**config.mk**
```make
export PLATFORM = sky130hd
export DESIGN_NAME = optr_event_sched
export DESIGN_NICKNAME = d
export VERILOG_FILES = /design/src/rtl/optr_event_sched.sv
export SDC_FILE = /design/constraint.sdc
export NUM_CORES = 1
export LEC_CHECK = 0
export BUFFER_PORTS_ARGS = -buffer_cell sky130_fd_sc_hd__buf_2
export CAP_MARGIN = 40
export CORE_MARGIN = 8
export CORE_UTILIZATION = 38
export CTS_CLUSTER_DIAMETER = 50
export DETAILED_ROUTE_END_ITERATION = 10
export PLACE_DENSITY = 0.65
export SLEW_MARGIN = 20
export SYNTH_ARGS = -nofsm -noshare
export SYNTH_HDL_FRONTEND = slang
export SYNTH_SLANG_ARGS = --single-unit
```
**constraint.sdc**
```tcl
create_clock -name clock -period 1.8 [get_ports clock]
set_input_delay 0.09 -clock clock [delete_from_list [all_inputs] [get_ports clock]]
set_output_delay 0.09 -clock clock [all_outputs]
set_load 0.005 [all_outputs]
```
**src/rtl/optr_event_sched.sv**
```systemverilog
// Event scheduler: drains the ack / offload-done / write-done FIFOs into one tagged event
// stream toward Optr using weighted round-robin with a single event holding register.
module optr_event_sched #(
   parameter int unsigned ACK_WEIGHT = 2,
   localparam int unsigned DATA_W = 28,
   localparam int unsigned TID_W  = 8,
   localparam int unsigned SEQ_W  = 8,
   localparam int unsigned TYPE_W = 2
) (
   input  logic              clock,
   input  logic              reset,
   input  logic              schedEnable,
   input  logic              ackFifoEmpty,
   output logic              ackFifoPop,
   input  logic [DATA_W-1:0] ackFifoDataOut,
   input  logic              offloadFifoEmpty,
   output logic              offloadFifoPop,
   input  logic [TID_W-1:0]  offloadFifoDataOut,
   input  logic              wrDoneFifoEmpty,
   output logic              wrDoneFifoPop,
   input  logic [TID_W-1:0]  wrDoneFifoDataOut,
   output logic              evtValid,
   input  logic              evtReady,
   output logic [TYPE_W-1:0] evtType,
   output logic [DATA_W-1:0] evtData,
   output logic [SEQ_W-1:0]  evtSeq,
   output logic              schedBusy
);

   localparam int unsigned BURST_W = 3;
   localparam int unsigned PAD_W   = DATA_W - TID_W;

   localparam logic [TYPE_W-1:0] EVT_ACK = 2'd0;
   localparam logic [TYPE_W-1:0] EVT_OFF = 2'd1;
   localparam logic [TYPE_W-1:0] EVT_WRD = 2'd2;

   typedef enum logic [1:0] {
      ST_IDLE  = 2'd0,
      ST_FETCH = 2'd1,
      ST_ISSUE = 2'd2
   } state_e;

   state_e              state_q, state_d;
   logic [TYPE_W-1:0]   rr_ptr_q, rr_ptr_d;
   logic [BURST_W-1:0]  ack_burst_q, ack_burst_d;
   logic [TYPE_W-1:0]   evt_type_q, evt_type_d;
   logic [DATA_W-1:0]   evt_data_q, evt_data_d;
   logic [SEQ_W-1:0]    evt_seq_q, evt_seq_d;

   logic [3:0]          avail_c;
   logic [TYPE_W-1:0]   cand1_c, cand2_c, cand3_c;
   logic [TYPE_W-1:0]   grant_c;
   logic                grant_fire_c;

   function automatic logic [TYPE_W-1:0] rr_inc(input logic [TYPE_W-1:0] p);
      return (p == EVT_WRD) ? EVT_ACK : TYPE_W'(p + 2'd1);
   endfunction

   // Search order starts at rr_ptr; entry 3 pads the lookup and is never available.
   always_comb begin
      avail_c = {1'b0, ~wrDoneFifoEmpty, ~offloadFifoEmpty, ~ackFifoEmpty};
      cand1_c = rr_ptr_q;
      cand2_c = rr_inc(cand1_c);
      cand3_c = rr_inc(cand2_c);
      if (avail_c[cand1_c])      grant_c = cand1_c;
      else if (avail_c[cand2_c]) grant_c = cand2_c;
      else                       grant_c = cand3_c;
      // Pops are combinational, so hold them off while reset is asserted.
      grant_fire_c = reset & schedEnable & (|avail_c[2:0]) & (state_q == ST_IDLE);
   end

   // State register
   always_ff @(posedge clock or negedge reset) begin
      if (!reset) state_q <= ST_IDLE;
      else        state_q <= state_d;
   end

   // Next-state logic
   always_comb begin
      state_d = state_q;
      case (state_q)
         ST_IDLE:  if (grant_fire_c) state_d = ST_FETCH;
         ST_FETCH: state_d = ST_ISSUE;
         ST_ISSUE: if (evtReady) state_d = ST_IDLE;
         default:  state_d = ST_IDLE;
      endcase
   end

   // Output decode
   always_comb begin
      ackFifoPop     = grant_fire_c & (grant_c == EVT_ACK);
      offloadFifoPop = grant_fire_c & (grant_c == EVT_OFF);
      wrDoneFifoPop  = grant_fire_c & (grant_c == EVT_WRD);
      evtValid       = (state_q == ST_ISSUE);
      schedBusy      = (state_q != ST_IDLE);
   end

   // Arbitration pointer, event holding register and sequence counter updates
   always_comb begin
      rr_ptr_d    = rr_ptr_q;
      ack_burst_d = ack_burst_q;
      evt_type_d  = evt_type_q;
      evt_data_d  = evt_data_q;
      evt_seq_d   = evt_seq_q;

      if (grant_fire_c) begin
         evt_type_d = grant_c;
         if ((grant_c == EVT_ACK) && ((32'(ack_burst_q) + 32'd1) < ACK_WEIGHT)) begin
            rr_ptr_d    = EVT_ACK;
            ack_burst_d = BURST_W'(ack_burst_q + 3'd1);
         end else begin
            rr_ptr_d    = rr_inc(grant_c);
            ack_burst_d = '0;
         end
      end

      if (state_q == ST_FETCH) begin
         case (evt_type_q)
            EVT_ACK: evt_data_d = ackFifoDataOut;
            EVT_OFF: evt_data_d = {PAD_W'(0), offloadFifoDataOut};
            default: evt_data_d = {PAD_W'(0), wrDoneFifoDataOut};
         endcase
      end

      if ((state_q == ST_ISSUE) && evtReady) evt_seq_d = SEQ_W'(evt_seq_q + 8'd1);
   end

   always_ff @(posedge clock or negedge reset) begin
      if (!reset) begin
         rr_ptr_q    <= EVT_ACK;
         ack_burst_q <= '0;
         evt_type_q  <= '0;
         evt_data_q  <= '0;
         evt_seq_q   <= '0;
      end else begin
         rr_ptr_q    <= rr_ptr_d;
         ack_burst_q <= ack_burst_d;
         evt_type_q  <= evt_type_d;
         evt_data_q  <= evt_data_d;
         evt_seq_q   <= evt_seq_d;
      end
   end

   assign evtType = evt_type_q;
   assign evtData = evt_data_q;
   assign evtSeq  = evt_seq_q;

endmodule

```
# --- Yosys cells after proc, flatten, opt, wreduce, memory -nomap -nowiden ---
# Cells that the tools add are included.
classes:
  n_addsub: 6
  n_bitwise: 9
  n_lt_le_gt_ge: 3
  n_mux: 15
  n_eq_ne: 9
  reduce_logical: 8
op_table:
  columns: ["cell", "n"]
  rows:
  - ["one-hot mux 28 bit (2 select lines)", 1]
  - ["2-to-1 mux 2 bit", 8]
  - ["adder 8 x 1 -> 8 bit, second input constant", 1]
  - ["== test 2 bit, second input constant", 4]
  - ["adder 2 x 1 -> 2 bit, second input constant", 3]
  - ["bitwise AND 1 bit", 6]
  - ["== test 2 x 1 -> 1 bit, second input constant", 3]
  - ["logical NOT 2 bit", 3]
  - ["less-than comparator 2 x 3 -> 1 bit, second input constant", 2]
  - ["one-hot mux 2 bit (3 select lines)", 1]
  - ["adder 3 x 1 -> 4 bit, second input constant", 1]
  - ["binary-select mux 1 bit (select 2 bit)", 2]
  - ["less-than comparator 4 x 2 -> 1 bit, second input constant", 1]
  - ["adder 3 x 1 -> 3 bit, second input constant", 1]
  - ["2-to-1 mux 3 bit", 1]
  - ["NOT 1 bit", 3]
  - ["OR reduction 3 bit", 1]
  - ["logical AND 1 bit", 2]
  - ["2-to-1 mux 1 bit", 2]
  - ["inequality test 2 x 1 -> 1 bit, second input constant", 1]
  - ["inequality test 2 bit, second input constant", 1]
  - ["AND reduction 2 bit", 1]
  - ["nonzero test 2 bit", 1]
totals:
  in_bits: 51
  wordCells: 56
  register_bits: 45

# --- Logic depth before layout (Yosys ltp) ---
depth:
  depth_word: 9
  ltp_mapped: 5
  mapped_depth_nobuf: 5

# --- Least setup slack after synthesis ---
# Ideal clock, no wire load.
synth_timing:
  path_kind: "register -> register"
  startpoint: "register ack_burst_q[0]"
  endpoint: "register ack_burst_q[0]"
  path_slack_ns: 0.513
  synth_period_minus_slack_ns: 1.287
  path_stages_with_launch: 5
  t_required_ns: 1.734
  arrival_ns: 1.221
  path_cell_list: "dfrtp_1 -> ha_1 -> or2_2 -> a211oi_1 -> a22o_1"
synth_via:
  elab_chain_cells: 4
  elab_cells_between_ends: 5
  cone_classes: "add/sub: 2; order compare: 1; mux: 1; reduce/logical: 1"
synth_rtl:
  columns: ["element", "line_no", "rtl"]
  rows:
  - ["start: declaration", "45", "logic [BURST_W-1:0] ack_burst_q, ack_burst_d;"]
  - ["start signal: assignment", "137", "ack_burst_q <= ack_burst_d;"]
  - ["adder 3 x 1 -> 4 bit", "108", "if ((grant_c == EVT_ACK) && ((32'(ack_burst_q) + 32'd1) < ACK_WEIGHT)) begin"]
  - ["less-than comparator 4 x 2 -> 1 bit", "108", null]
  - ["logical AND 1 bit", "108", null]
  - ["2-to-1 mux 3 bit (*)", "108", null]
# Mark *: on every way between the ends. The rest lies on a longest branch, timed or not.
# A chain may end at the register's enable or synchronous reset.

# --- Final worst setup path ---
layout_timing:
  startpoint: "register rr_ptr_q[1], in the netlist cand1_c[1]"
  endpoint: "output wrDoneFifoPop"
layout_via:
  elab_chain_cells: 8
  elab_cells_between_ends: 14
  cone_classes: "add/sub: 2; eq/ne: 3; mux: 8; bitwise: 1"
layout_rtl:
  columns: ["element", "line_no", "rtl"]
  rows:
  - ["start: declaration", "44", "logic [TYPE_W-1:0] rr_ptr_q, rr_ptr_d;"]
  - ["start signal: assignment", "136", "rr_ptr_q <= rr_ptr_d;"]
  - ["adder 2 x 1 -> 2 bit / == test 2 bit (equally long branches)", "56", "return (p == EVT_WRD) ? EVT_ACK : TYPE_W'(p + 2'd1);"]
  - ["2-to-1 mux 2 bit", "56", null]
  - ["adder 2 x 1 -> 2 bit, or another cell as far along", "56", null]
  - ["2-to-1 mux 2 bit / 2-to-1 mux 1 bit (equally long branches)", "56, 66", null]
  - ["2-to-1 mux 2 bit", "66", "else if (avail_c[cand2_c]) grant_c = cand2_c;"]
  - ["2-to-1 mux 2 bit (*)", "65", "if (avail_c[cand1_c]) grant_c = cand1_c;"]
  - ["== test 2 bit (*)", "93", "wrDoneFifoPop = grant_fire_c & (grant_c == EVT_WRD);"]
  - ["bitwise AND 1 bit (*)", "93", null]
  - ["end: declaration", "20", "output logic wrDoneFifoPop,"]
# Mark *: on every way between the ends. The rest lies on a longest branch, timed or not. The select of a mux whose other input is x is not followed.

==> load_flow_metrics.sql <==
INSERT INTO impl_metrics (metric_group, metric, value, unit) VALUES
('outcome', 'run_status', 'finished, final reports clean', ''),
('power_and_ir_drop', 'clock_power_share', '0.175', ''),
('critical_path', 'worst-endpoint-arrival', '1.56', 'ns'),
('timing', 'timing.final.max_slew_violations', '0', ''),
('synth', 'ys_async_sr_fraction', '1.00', ''),
('timing', 'setup-tns-final', '0', 'ns'),
('timing', 'worst_slew_pin_slew', '0.582', 'ns'),
('power_and_ir_drop', 'swShare', '0.326', ''),
('finish', 'syn_to_final_growth', '32.5', '%'),
('finish', 'post_route_cells_drive_above_1_share', '0.413', ''),
('placement', 'dp_hpwl', '3790', 'um'),
('synth', 'post_synth.cell_area_avg', '11.4', 'um2'),
('global_route', 'grt_pass1_wl', '8310', 'um'),
('clock_tree', 'clock_insertion_delay_worst_skew', '0.29', 'ns'),
('synth', 'synth_edf_count', '0', ''),
('power_and_ir_drop', 'switchingPower', '1.14', 'mW'),
('detailed_routing', 'ant_nets', '0', ''),
('floorplan', 'die_h', '88.4', 'um'),
('finish', 'n_antenna_cell', '0', ''),
('synth', 'netlist.area_leader.share', '0.565', ''),
('placement', 'post_dp_cell_area', '2540', 'um2'),
('floorplan', 'core', '5070', 'um2'),
('timing', 'slew_headroom', '0.612', ''),
('power_and_ir_drop', 'power_report.internal_total', '2.34', 'mW'),
('finish', 'fin_area', '2640', 'um2'),
('synth', 'postSynthCellCount', '175', ''),
('power_and_ir_drop', 'cellPowerDensity', '1320', 'nW/um2'),
('clock_tree', 'htreeDepth', '2', ''),
('synth', 'netlist_top_cells_area', 'sky130_fd_sc_hd__dfrtp_1 57%, sky130_fd_sc_hd__a22o_1 9.2%, sky130_fd_sc_hd__mux2i_1 4.0%', ''),
('timing', 'grt_setup_unrepaired', 'false', ''),
('placement', 'gp_congestion', '0.769', ''),
('critical_path', 'worst-setup-path-type', 'register to output port', ''),
('synth', 'postSynth.topFlopCell', 'sky130_fd_sc_hd__dfrtp_1', ''),
('floorplan', 'die-area', '7810', 'um2'),
('floorplan', 'die_w', '88.4', 'um'),
('detailed_routing', 'dr_total_vias', '1653', ''),
('clock_tree', 'clockBufferDepth', '2', ''),
('global_route', 'number_of_antenna_violations_at_the_first_check_in_global_routing', '0', ''),
('synth', 'synth.yosys.warnings', '0', ''),
('finish', 'fin_nets', '324', ''),
('min_path', 'hold_class', 'input pin to register', ''),
('timing', 'fmax', '0.605', 'GHz'),
('detailed_routing', 'detailed_route_wire_length', '4950', 'um'),
('timing', 'final_hold_viol_count', '0', ''),
('detailed_routing', 'first_iteration_detailed_routing_drc_count', '77', ''),
('global_route', 'gr-usage-met1', '0.163', ''),
('clock_tree', 'cts.root.buffer_cell', 'sky130_fd_sc_hd__clkbuf_8', ''),
('critical_path', 'critical_path_required', '1.71', 'ns'),
('synth', 'ys_ff_latch', '45', ''),
('timing', 'final_period_util', '0.918', ''),
('clock_tree', 'cts.reportedPaths.clkPinSlew', '0.08', 'ns'),
('global_route', 'met3_usage', '0.0678', ''),
('timing', 'finalWorstPathRequiredPeriod', '1.65', 'ns'),
('detailed_routing', 'drt_first_pass_iters', '4', ''),
('detailed_routing', 'detail_route.vias_per_cell', '4.85', ''),
('power_and_ir_drop', 'share_seq_of_total_power', '0.478', ''),
('synth', 'synth.largest_area_cell', 'sky130_fd_sc_hd__dfrtp_1', ''),
('clock_tree', 'tritoncts', 'yes', ''),
('global_route', 'use_met2', '0.206', ''),
('detailed_routing', 'wire_per_inst', '14.5', 'um'),
('timing', 'worst_clock_skew', '0.00479', 'ns'),
('floorplan', 'floorplan.rows', '26', ''),
('global_route', 'first_global_vias', '1756', ''),
('power_and_ir_drop', 'ir_worst_vdd', '0.421', 'mV'),
('placement', 'numPortBuffers', '93', ''),
('synth', 'net_count_after_synthesis', '228', ''),
('flow_run', 'maxCapViolations', '0', ''),
('global_route', 'gr-max-usage-layer', 'met2', ''),
('critical_path', 'worstSetupEndpointType', 'output port', ''),
('floorplan', 'effective_utilization_at_floorplan', '0.393', ''),
('critical_path', 'timing.critical_path.from_type', 'register', '');
## timing repair
item | 4_1_cts | 5_1_grt
pin swaps | 1 | 1
hold endpoints to repair | 45 | 0
buffers inserted | 0 | 0
hold buffers | 1 | 0
resized for setup | 0 | 0
cloned | 0 | 0
setup endpoints to repair | 1 | 1
## per-layer routing
| layer | share of wire | vias to the layer above |
|---|---|---|
| met5 | 0 | - |
| met4 | 0.0071 | 0 |
| met3 | 0.12 | 4 |
| met2 | 0.43 | 67 |
| met1 | 0.44 | 768 |
| li1 | - | 814 |
## state kept, by name, indices dropped and copies added (netlist names)
name,flops
evtType,2
evtSeq,8
evtData,28
cand1_c,2
ack_burst_q,3
state_q,2
## worst paths after layout
path,to,slack (ns),startpoint,cells past startpoint
setup / recovery,wrDoneFifoPop,0.15,cand1_c[1],5
hold / removal,state_q[1],0.004,evtReady,2
setup reg to reg,ack_burst_q[0],0.40,ack_burst_q[0],4
hold reg to reg,evtSeq[7],0.47,evtSeq[7],1
max in group asynchronous,evtData[23],0.99,reset,3
min in group asynchronous,state_q[0],0.41,reset,3
## stage by stage
step           worst slack (ns)  utilization  total power, mW  hold WS [ns]  cells
6_report                  0.148        0.520             3.48       0.00449    341
5_1_grt                  0.0256        0.520             3.78       0.00435    341
4_1_cts                 0.00954        0.520             3.54       0.00445    341
3_5_place_dp              0.316        0.501             2.91         0.236    333
3_3_place_gp              0.420        0.501             2.88         0.243    333
2_1_floorplan             0.513            -             2.30        -0.206    175
## synth_stat cells (2+ instances only)
cell / count
sky130_fd_sc_hd__xnor2_1: 6
sky130_fd_sc_hd__nand2b_1: 3
sky130_fd_sc_hd__a21oi_1: 12
sky130_fd_sc_hd__and2b_1: 2
sky130_fd_sc_hd__nand2_1: 13
sky130_fd_sc_hd__buf_2: 9
sky130_fd_sc_hd__ha_1: 2
sky130_fd_sc_hd__inv_1: 3
sky130_fd_sc_hd__a22o_1: 21
sky130_fd_sc_hd__nor3_1: 3
sky130_fd_sc_hd__clkbuf_1: 2
sky130_fd_sc_hd__mux2i_1: 8
sky130_fd_sc_hd__a21o_1: 3
sky130_fd_sc_hd__o21ai_0: 10
sky130_fd_sc_hd__and2_1: 3
sky130_fd_sc_hd__nand4_1: 4
sky130_fd_sc_hd__nor2_1: 9
sky130_fd_sc_hd__dfrtp_1: 45
sky130_fd_sc_hd__and3b_1: 2
## power by group through the flow
stage | sequential [mW] | clock [mW] | combinational, mW
after floorplan | 1.66 | 0 | 0.645
after global placement | 1.67 | 0 | 1.21
after detailed placement | 1.68 | 0 | 1.23
after CTS | 1.66 | 0.636 | 1.24
after global routing | 1.73 | 0.683 | 1.37
final | 1.66 | 0.610 | 1.21
## cell type report
| class | count | area [um2] |
|---|---|---|
| clock buffers | 7 | 86.3 |
| well taps | 70 | 87.6 |
| fillers | 495 | 2440 |
| inverters | 3 | 11.3 |
| multi-input cells | 116 | 807 |
| flip-flops and latches | 45 | 1130 |
| repair buffers | 100 | 520 |
## cells by family after synthesis
kind of cell	synth area share
AO/OA/AOI/OAI	0.175
XOR/XNOR	0.0308
adder cells (fa/ha/maj)	0.0126
buffers and inverters	0.0320
flip-flops	0.565
multiplexers	0.0459
AND/OR/NAND/NOR	0.138
## critical path, cell delays in order (launching register included)
cell	delay, ns
sky130_fd_sc_hd__dfrtp_1	0.42
sky130_fd_sc_hd__and2b_1	0.31
sky130_fd_sc_hd__a21oi_1	0.10
sky130_fd_sc_hd__o21a_1	0.18
sky130_fd_sc_hd__nor3_1	0.12
sky130_fd_sc_hd__buf_2	0.14
## cells in the final DEF (no fill, tap or decap), types with 2 or more instances in the layout
master and n:
sky130_fd_sc_hd__buf_2 93, sky130_fd_sc_hd__dfrtp_1 45, sky130_fd_sc_hd__a22o_1 21, sky130_fd_sc_hd__nand2_1 13
sky130_fd_sc_hd__a21oi_1 12, sky130_fd_sc_hd__o21ai_0 10, sky130_fd_sc_hd__nor2_1 9, sky130_fd_sc_hd__mux2i_1 8
sky130_fd_sc_hd__xnor2_1 6, sky130_fd_sc_hd__clkbuf_8 6, sky130_fd_sc_hd__buf_4 6, sky130_fd_sc_hd__nand4_1 4
sky130_fd_sc_hd__inv_1 3, sky130_fd_sc_hd__nand2b_1 3, sky130_fd_sc_hd__a21o_1 3, sky130_fd_sc_hd__and2_1 3
sky130_fd_sc_hd__and3b_1 2, sky130_fd_sc_hd__and2b_1 2, sky130_fd_sc_hd__nor3_1 2, sky130_fd_sc_hd__ha_1 2
Note: power is estimated with default switching activity, not from simulation.
